==> config.mk <==
export PLATFORM = sky130hd
export DESIGN_NAME = reg_file_sb_flat
export DESIGN_NICKNAME = d
export VERILOG_FILES = /design/src/rtl/reg_file_sb_if.sv /design/src/rtl/reg_file_sb.sv /design/src/flat_wrapper.sv
export SDC_FILE = /design/constraint.sdc
export NUM_CORES = 1
export LEC_CHECK = 0
export CORE_MARGIN = 4
export CORE_UTILIZATION = 50
export DETAILED_ROUTE_END_ITERATION = 8
export GPL_TIMING_DRIVEN = 1
export PLACE_DENSITY = 0.75
export SETUP_SLACK_MARGIN = 0.3
export SKIP_CTS_REPAIR_TIMING = 1
export SYNTH_ARGS = -nofsm -noshare
export SYNTH_HDL_FRONTEND = slang
export SYNTH_SLANG_ARGS = --single-unit
==> constraint.sdc <==
create_clock -name Clk -period 4.2 [get_ports Clk]
set_input_delay 1.05 -clock Clk [delete_from_list [all_inputs] [get_ports Clk]]
set_output_delay 1.05 -clock Clk [all_outputs]
set_load 0.02 [all_outputs]
==> src/rtl/reg_file_sb_if.sv <==
// Datapath-side bundle for reg_file_sb: write, issue, clear and two read ports.
// The master drives indices, data and strobes; the register file is the slave.
interface reg_file_sb_if #(
    parameter int WIDTH = 16,
    parameter int NREGS = 8
);
    localparam int AW = $clog2(NREGS);

    logic             LD_REG;
    logic [AW-1:0]    DR_In;
    logic [WIDTH-1:0] Bus_In;
    logic             Issue;
    logic [AW-1:0]    Issue_DR;
    logic             Clear_Req;
    logic [AW-1:0]    SR1_In;
    logic [AW-1:0]    SR2_In;
    logic [WIDTH-1:0] SR1OUT;
    logic [WIDTH-1:0] SR2OUT;
    logic             SR1_Pend;
    logic             SR2_Pend;
    logic             Clear_Busy;

    modport master (
        output LD_REG, DR_In, Bus_In, Issue, Issue_DR, Clear_Req, SR1_In, SR2_In,
        input  SR1OUT, SR2OUT, SR1_Pend, SR2_Pend, Clear_Busy
    );

    modport slave (
        input  LD_REG, DR_In, Bus_In, Issue, Issue_DR, Clear_Req, SR1_In, SR2_In,
        output SR1OUT, SR2OUT, SR1_Pend, SR2_Pend, Clear_Busy
    );
endinterface

==> src/rtl/reg_file_sb.sv <==
// Register file with write-to-read forwarding, per-register pending scoreboard
// and a one-register-per-cycle bulk clear sequencer.
module reg_file_sb #(
    parameter int WIDTH  = 16,
    parameter int NREGS  = 8,
    parameter int BYPASS = 1
) (
    input  logic         Clk,
    input  logic         Reset,
    reg_file_sb_if.slave bus
);
    localparam int            AW    = $clog2(NREGS);
    localparam int            NRD   = 2;
    localparam logic [AW-1:0] LAST  = AW'(NREGS - 1);

    typedef enum logic {IDLE, CLEAR} state_t;

    state_t           state, state_nxt;
    logic             idle;
    logic [AW-1:0]    idx;
    logic [WIDTH-1:0] regs [NREGS];
    logic [NREGS-1:0] pend, pend_nxt;

    logic [AW-1:0]    rd_idx  [NRD];
    logic [WIDTH-1:0] rd_data [NRD];
    logic [NRD-1:0]   rd_pend;

    // state register
    always_ff @(posedge Clk) begin
        if (Reset) state <= IDLE;
        else       state <= state_nxt;
    end

    // end of sweep is detected on the last index, not on idx overflow
    always_comb begin
        state_nxt = state;
        case (state)
            IDLE:    if (bus.Clear_Req) state_nxt = CLEAR;
            CLEAR:   if (idx == LAST)   state_nxt = IDLE;
            default: state_nxt = IDLE;
        endcase
    end

    always_comb begin
        idle           = (state == IDLE);
        bus.Clear_Busy = (state == CLEAR);
    end

    // issue after writeback: a new producer wins over the retiring one
    always_comb begin
        pend_nxt = pend;
        if (idle) begin
            if (bus.LD_REG)    pend_nxt[bus.DR_In]    = 1'b0;
            if (bus.Issue)     pend_nxt[bus.Issue_DR] = 1'b1;
            if (bus.Clear_Req) pend_nxt               = '0;
        end
    end

    always_ff @(posedge Clk) begin
        if (Reset) begin
            for (int i = 0; i < NREGS; i++) regs[i] <= '0;
            pend <= '0;
            idx  <= '0;
        end else begin
            pend <= pend_nxt;
            if (idle) begin
                if (bus.LD_REG)    regs[bus.DR_In] <= bus.Bus_In;
                if (bus.Clear_Req) idx <= '0;
            end else begin
                regs[idx] <= '0;
                idx       <= idx + AW'(1);
            end
        end
    end

    assign rd_idx[0] = bus.SR1_In;
    assign rd_idx[1] = bus.SR2_In;

    for (genvar p = 0; p < NRD; p++) begin : g_rd
        logic fwd;
        assign fwd        = (BYPASS != 0) && idle && bus.LD_REG && (bus.DR_In == rd_idx[p]);
        assign rd_data[p] = fwd ? bus.Bus_In : regs[rd_idx[p]];
        assign rd_pend[p] = idle && pend[rd_idx[p]] && !fwd;
    end

    assign bus.SR1OUT   = rd_data[0];
    assign bus.SR2OUT   = rd_data[1];
    assign bus.SR1_Pend = rd_pend[0];
    assign bus.SR2_Pend = rd_pend[1];
endmodule

==> src/flat_wrapper.sv <==
// flat-port wrapper written by rule: the top's interface ports become plain ports
module reg_file_sb_flat 
#(
    parameter int WIDTH  = 16,
    parameter int NREGS  = 8,
    parameter int BYPASS = 1
)
  (Clk, Reset, bus_LD_REG, bus_DR_In, bus_Bus_In, bus_Issue, bus_Issue_DR, bus_Clear_Req, bus_SR1_In, bus_SR2_In, bus_SR1OUT, bus_SR2OUT, bus_SR1_Pend, bus_SR2_Pend, bus_Clear_Busy);
  reg_file_sb_if #(.WIDTH(WIDTH), .NREGS(NREGS)) bus_i ();
  input  logic Clk;
  input  logic Reset;
  input wire logic [$bits(bus_i.LD_REG)-1:0] bus_LD_REG;
  input wire logic [$bits(bus_i.DR_In)-1:0] bus_DR_In;
  input wire logic [$bits(bus_i.Bus_In)-1:0] bus_Bus_In;
  input wire logic [$bits(bus_i.Issue)-1:0] bus_Issue;
  input wire logic [$bits(bus_i.Issue_DR)-1:0] bus_Issue_DR;
  input wire logic [$bits(bus_i.Clear_Req)-1:0] bus_Clear_Req;
  input wire logic [$bits(bus_i.SR1_In)-1:0] bus_SR1_In;
  input wire logic [$bits(bus_i.SR2_In)-1:0] bus_SR2_In;
  output wire logic [$bits(bus_i.SR1OUT)-1:0] bus_SR1OUT;
  output wire logic [$bits(bus_i.SR2OUT)-1:0] bus_SR2OUT;
  output wire logic [$bits(bus_i.SR1_Pend)-1:0] bus_SR1_Pend;
  output wire logic [$bits(bus_i.SR2_Pend)-1:0] bus_SR2_Pend;
  output wire logic [$bits(bus_i.Clear_Busy)-1:0] bus_Clear_Busy;
  assign bus_i.LD_REG = bus_LD_REG;
  assign bus_i.DR_In = bus_DR_In;
  assign bus_i.Bus_In = bus_Bus_In;
  assign bus_i.Issue = bus_Issue;
  assign bus_i.Issue_DR = bus_Issue_DR;
  assign bus_i.Clear_Req = bus_Clear_Req;
  assign bus_i.SR1_In = bus_SR1_In;
  assign bus_i.SR2_In = bus_SR2_In;
  assign bus_SR1OUT = bus_i.SR1OUT;
  assign bus_SR2OUT = bus_i.SR2OUT;
  assign bus_SR1_Pend = bus_i.SR1_Pend;
  assign bus_SR2_Pend = bus_i.SR2_Pend;
  assign bus_Clear_Busy = bus_i.Clear_Busy;
  reg_file_sb #(.WIDTH(WIDTH), .NREGS(NREGS), .BYPASS(BYPASS)) u_core (.Clk(Clk), .Reset(Reset), .bus(bus_i));
endmodule
==> results.cfg, run 1 <==
[sta]
fin_ws_ns = 0.380
finClkSkew_ns = 0.00559
rsz0062_at_grt = false
holdWs_ns = 0.509
fmax_mhz = 262
period_share = 0.910
setup_tns_ns = 0
finalMaxSlewViolations = 0
worst_pin_slew_ns = 0.844
setup_viol = 0
fin_crit_ns = 3.82
maxSlewHeadroom = 0.437
hold_viol = 0

[final_layout]
fillers = 1179
utilization = 0.631
final_nets = 676
multi_input_area_um2 = 3800
post_layout_nonfiller_instances = 870
seq_area_um2 = 4080
layout_common_cells = nor3_1, edfxtp_1, mux2_2
syn_to_final_growth_pct = 23.1
diodes = 0
drive_above_1_share = 0.277
finalInstanceArea_um2 = 10100
layout_commonest_cell = nor3_1

[floorplan]
fp.dieW_um = 136
start_util = 0.512
coreArea_um2 = 16000
die_h_um = 136
die_area_um2 = 18500
pin_count = 68
row_count = 46

[power]
p_int_mw = 2.78
p_leak_nw = 4.09
combPwrFrac = 0.177
seq_power_share = 0.433
clockPowerShare = 0.390
power_density_nw_per_um2 = 372
swShare = 0.260
total_power_mw = 3.76
p_sw_mw = 0.976
ir_drop_mv = 0.281

[drt]
via_per_inst = 6.68
finalWirelength_um = 22500
wl_per_cell_um = 25.9
vias = 5812
drtIter0Drc = 452
first_pass_iters = 6
drc_errors = 0
final_antenna_net_count = 0

[setup_path]
worst_ep_required_time_ns = 3.15
worstSetupStartpointType = primary input
crit_type = primary input to output port
worstPathArrival_ns = 2.77
crit_path_end_kind = output port
cp_max_fo = 18

[synth]
syn_avg_cell_area_um2 = 14.7
yosysWarnings = 0
ys_seq_area_frac = 0.498
synth_nets = 592
synth_area_um2 = 8200
async_flop_share = 0
syn_inst = 557
synth_flop_cell = edfxtp_1
ys_types = 40
yosys_register_bits = 140
synth-edff-count = 128

[clock_network]
cts_made_buffers = 17
cts_root_buffer = clkbuf_16
cts_sinks = 140
clkTransAtPathRegs_ns = 0.06
cts_max_level = 4
clk_latency_ns = 0.42
tritoncts = yes
clk_path_buf_depth = 2

[placed_design]
place_inst = 834
gp_congestion = 0.873
pre_cts_ws_ns = -0.145
portBuffers = 67
dp_hpwl_um = 14600
placed_cell_area_um2 = 9330

[run_status]
outcome = finished clean

[global_routing]
antenna_found_initial = 0
grt_pass1_wl_um = 33800
track_usage = 0.244
grt_max_degree = 41
grt_pass1_vias = 5864
grt-ovfl-total = 0

[hold_path]
min_path_type = flop to flop

[job]
cap_viol_max_count = 0
[power by group through the flow]
stage	combinational, mW	sequential [mW]	clock, mW
5_1_grt	0.702	1.63	1.54
6_report	0.666	1.63	1.46
3_5_place_dp	0.658	1.65	0
4_1_cts	0.663	1.62	1.47
3_3_place_gp	0.648	1.64	0
2_1_floorplan	0.406	1.63	0
[critical path, cell delays in order]
cell	delay [ns]
buf_2	0.14
buf_12	0.19
mux4_1	0.59
mux2_2	0.30
mux2_2	0.27
dlymetal6s2s_1	0.21
[logic make-up after synthesis]
family,after synthesis,share of synthesized area
and+or+nand+nor,178,0.116
muxes,134,0.304
DFF,140,0.498
adders and majority gates,2,0.00305
xor gates and xnor gates,6,0.00641
buffers and inverters,63,0.0435
AOI/OAI and AO/OA,34,0.0295
[layer usage]
metal / wire length, um / vias to the layer above / track usage
met1: 8490 / 2933 / 0.306
li1: - / 2478 / -
met3: 1910 / 61 / 0.0566
met5: 0 / - / 0
met2: 11500 / 340 / 0.413
met4: 631 / 0 / 0.0918
[registers in the layout, indices dropped and copies added, names as in the netlist]
signal / cells
u_core.regs: 128
u_core.idx: 3
u_core.pend: 8
u_core.bus.Clear_Busy: 1
[path summary, 6_finish.rpt]
| kind | from | end | slack [ns] | cells after the start |
|---|---|---|---|---|
| worst max-delay path | bus_SR2_In[0] | bus_SR2OUT[8] | 0.38 | 6 |
| worst min register to register | u_core.pend[3]$_SDFFE_PP0N_ | u_core.pend[3]$_SDFFE_PP0N_ | 0.51 | 2 |
| worst min-delay path | u_core.pend[3]$_SDFFE_PP0N_ | u_core.pend[3]$_SDFFE_PP0N_ | 0.51 | 2 |
| worst max register to register | u_core.bus.Clear_Busy$_SDFF_PP0_ | u_core.regs[7][14]$_SDFFCE_PN0P_ | 1.53 | 4 |
[Yosys cell counts (2+ instances only)]
cell	number	area [um2]
a31oi_1	4	25.0
a22o_1	5	43.8
mux2_4	6	90.1
o21bai_1	9	67.6
and3b_1	3	26.3
nand4_1	2	12.5
nor2b_1	3	18.8
a32o_1	3	30.0
buf_6	10	113
buf_2	10	50.1
nor2_1	4	15.0
mux4_1	51	1340
a21oi_1	3	15.0
mux2_2	60	676
buf_12	2	40.0
nor4b_1	2	17.5
dfxtp_1	12	240
nor3b_1	2	15.0
mux4_2	17	383
nor3_1	129	646
edfxtp_1	128	3840
and4b_1	3	30.0
xnor2_1	6	52.6
nor4bb_1	5	50.1
inv_1	4	15.0
nand2_1	19	71.3
clkbuf_1	35	131
buf_1	2	7.51
ha_1	2	25.0
o21ai_0	6	30.0
[area by class of cell]
type / instances / area share
sequential: 140 / 0.405
multi-input combinational: 354 / 0.376
timing repair buffer: 124 / 0.134
clock buffer: 18 / 0.0425
tap: 216 / 0.0268
clock inverter: 14 / 0.0146
inverter: 4 / 0.00149
Note: power is estimated with default switching activity, not from simulation.
==> inputs of run 2 (changes only) <==
--- a/config.mk
+++ b/config.mk
@@ -5,6 +5,7 @@
 export SDC_FILE = /design/constraint.sdc
 export NUM_CORES = 1
 export LEC_CHECK = 0
+export CORE_ASPECT_RATIO = 2
 export CORE_MARGIN = 4
 export CORE_UTILIZATION = 50
 export DETAILED_ROUTE_END_ITERATION = 8
==> results.cfg, run 2 (synthesis gave the netlist of run 1 again) <==
[setup_path]
worstSetupStartpointType = primary input
worstPathArrival_ns = 2.83
path_cells = clkdlybuf4s50_1 -> buf_12 -> buf_4 -> xnor2_1 -> nand4_2 -> buf_12 -> mux2_4 -> dlymetal6s2s_1
crit_path_end_kind = output port
crit_type = primary input to output port
cp_max_fo = 10
slowest_stage = clkdlybuf4s50_1
max_stage_delay_ns = 0.45
worst_ep_required_time_ns = 3.15
cp_common_cell = buf_12

[global_routing]
grt_pass1_wl_um = 34300
grt_max_degree = 51
grt-ovfl-total = 0
antenna_found_initial = 0
grt_pass1_vias = 6077
track_usage = 0.247

[floorplan]
die_h_um = 189
die_area_um2 = 18600
start_util = 0.506
fp.dieW_um = 98.5
pin_count = 68
coreArea_um2 = 16200
row_count = 66

[drt]
via_per_inst = 6.72
wl_per_cell_um = 26.9
finalWirelength_um = 23200
drc_errors = 0
vias = 5790
final_antenna_net_count = 0
first_pass_iters = 5
drtIter0Drc = 572

[power]
power_density_nw_per_um2 = 381
combPwrFrac = 0.173
p_int_mw = 2.85
ir_drop_mv = 0.265
p_leak_nw = 4.12
total_power_mw = 3.86
swShare = 0.261
clockPowerShare = 0.405
seq_power_share = 0.422
p_sw_mw = 1.01

[clock_network]
cts_made_buffers = 17
clk_path_buf_depth = 2
clk_latency_ns = 0.43
cts_max_level = 4
cts_sinks = 140
cts_root_buffer = clkbuf_16
tritoncts = yes
clkTransAtPathRegs_ns = 0.06

[final_layout]
layout_common_cells = nor3_1, edfxtp_1, mux2_2
post_layout_nonfiller_instances = 862
syn_to_final_growth_pct = 23.4
utilization = 0.625
final_nets = 680
fillers = 1188
reg.largest.list = u_core.regs: 128 flops, u_core.pend: 8 flops, u_core.idx: 3 flops
multi_input_area_um2 = 3800
largest_register_ffs = 128
largest-register = u_core.regs
finalInstanceArea_um2 = 10100
drive_above_1_share = 0.284
layout_commonest_cell = nor3_1
seq_area_um2 = 4080
diodes = 0

[sta]
fin_crit_ns = 3.88
fmax_mhz = 257
maxSlewHeadroom = 0.401
setup_tns_ns = 0
worst_pin_slew_ns = 0.891
rsz0062_at_grt = true
hold_viol = 0
finalMaxSlewViolations = 0
setup_viol = 0
finClkSkew_ns = 0.0106
period_share = 0.925

[hold_path]
min_path_type = flop to flop

[placed_design]
place_inst = 822
portBuffers = 67
dp_hpwl_um = 15400
gp_congestion = 0.891
placed_cell_area_um2 = 9330

[job]
cap_viol_max_count = 0

[run_status]
outcome = finished clean
## run 2: worst paths after layout
kind / start / to / slack, ns / cells past startpoint
worst max-delay path: bus_SR1_In[1] / bus_SR1OUT[9] / 0.32 / 8
worst min-delay path: u_core.pend[7]$_SDFFE_PP0N_ / u_core.pend[7]$_SDFFE_PP0N_ / 0.48 / 2
worst max register to register: u_core.bus.Clear_Busy$_SDFF_PP0_ / u_core.regs[7][1]$_SDFFCE_PN0P_ / 1.57 / 4
worst min register to register: u_core.pend[7]$_SDFFE_PP0N_ / u_core.pend[7]$_SDFFE_PP0N_ / 0.48 / 2
## run 2: per-layer routing
layer,share of wire,global-route usage,routed length [um]
met3,0.057,0.0361,1330
met2,0.57,0.470,13300
met1,0.33,0.254,7570
met5,0,0,0
met4,0.043,0.129,1010
## run 2: worst max-delay path, delay by kind of cell
family | cells | cell delay, ns
buf+inv | 5 | 1.14
mux | 1 | 0.32
simple gates | 1 | 0.15
xor+xnor | 1 | 0.17
## run 2: final cells by class
type | count | area share
clock buffer | 17 | 0.0420
clock inverter | 15 | 0.0184
inverter | 4 | 0.00148
multi-input combinational | 354 | 0.375
sequential | 140 | 0.404
tap | 204 | 0.0252
timing repair buffer | 128 | 0.134
## run 2: power groups by stage
stage | clock, mW | combinational [mW] | sequential [mW]
final | 1.56 | 0.668 | 1.63
after detailed placement | 0 | 0.660 | 1.65
after global placement | 0 | 0.643 | 1.64
after global routing | 1.63 | 0.703 | 1.63
after CTS | 1.57 | 0.666 | 1.62
after floorplan | 0 | 0.406 | 1.63
## run 2: stage by stage
stage | hold slack [ns] | worst slack (ns)
4_1_cts | 0.481 | -0.185
3_5_place_dp | 0.471 | -0.143
2_1_floorplan | 0.434 | 0.601
6_report | 0.482 | 0.316
5_1_grt | 0.514 | 0.282
3_3_place_gp | 0.463 | -0.137
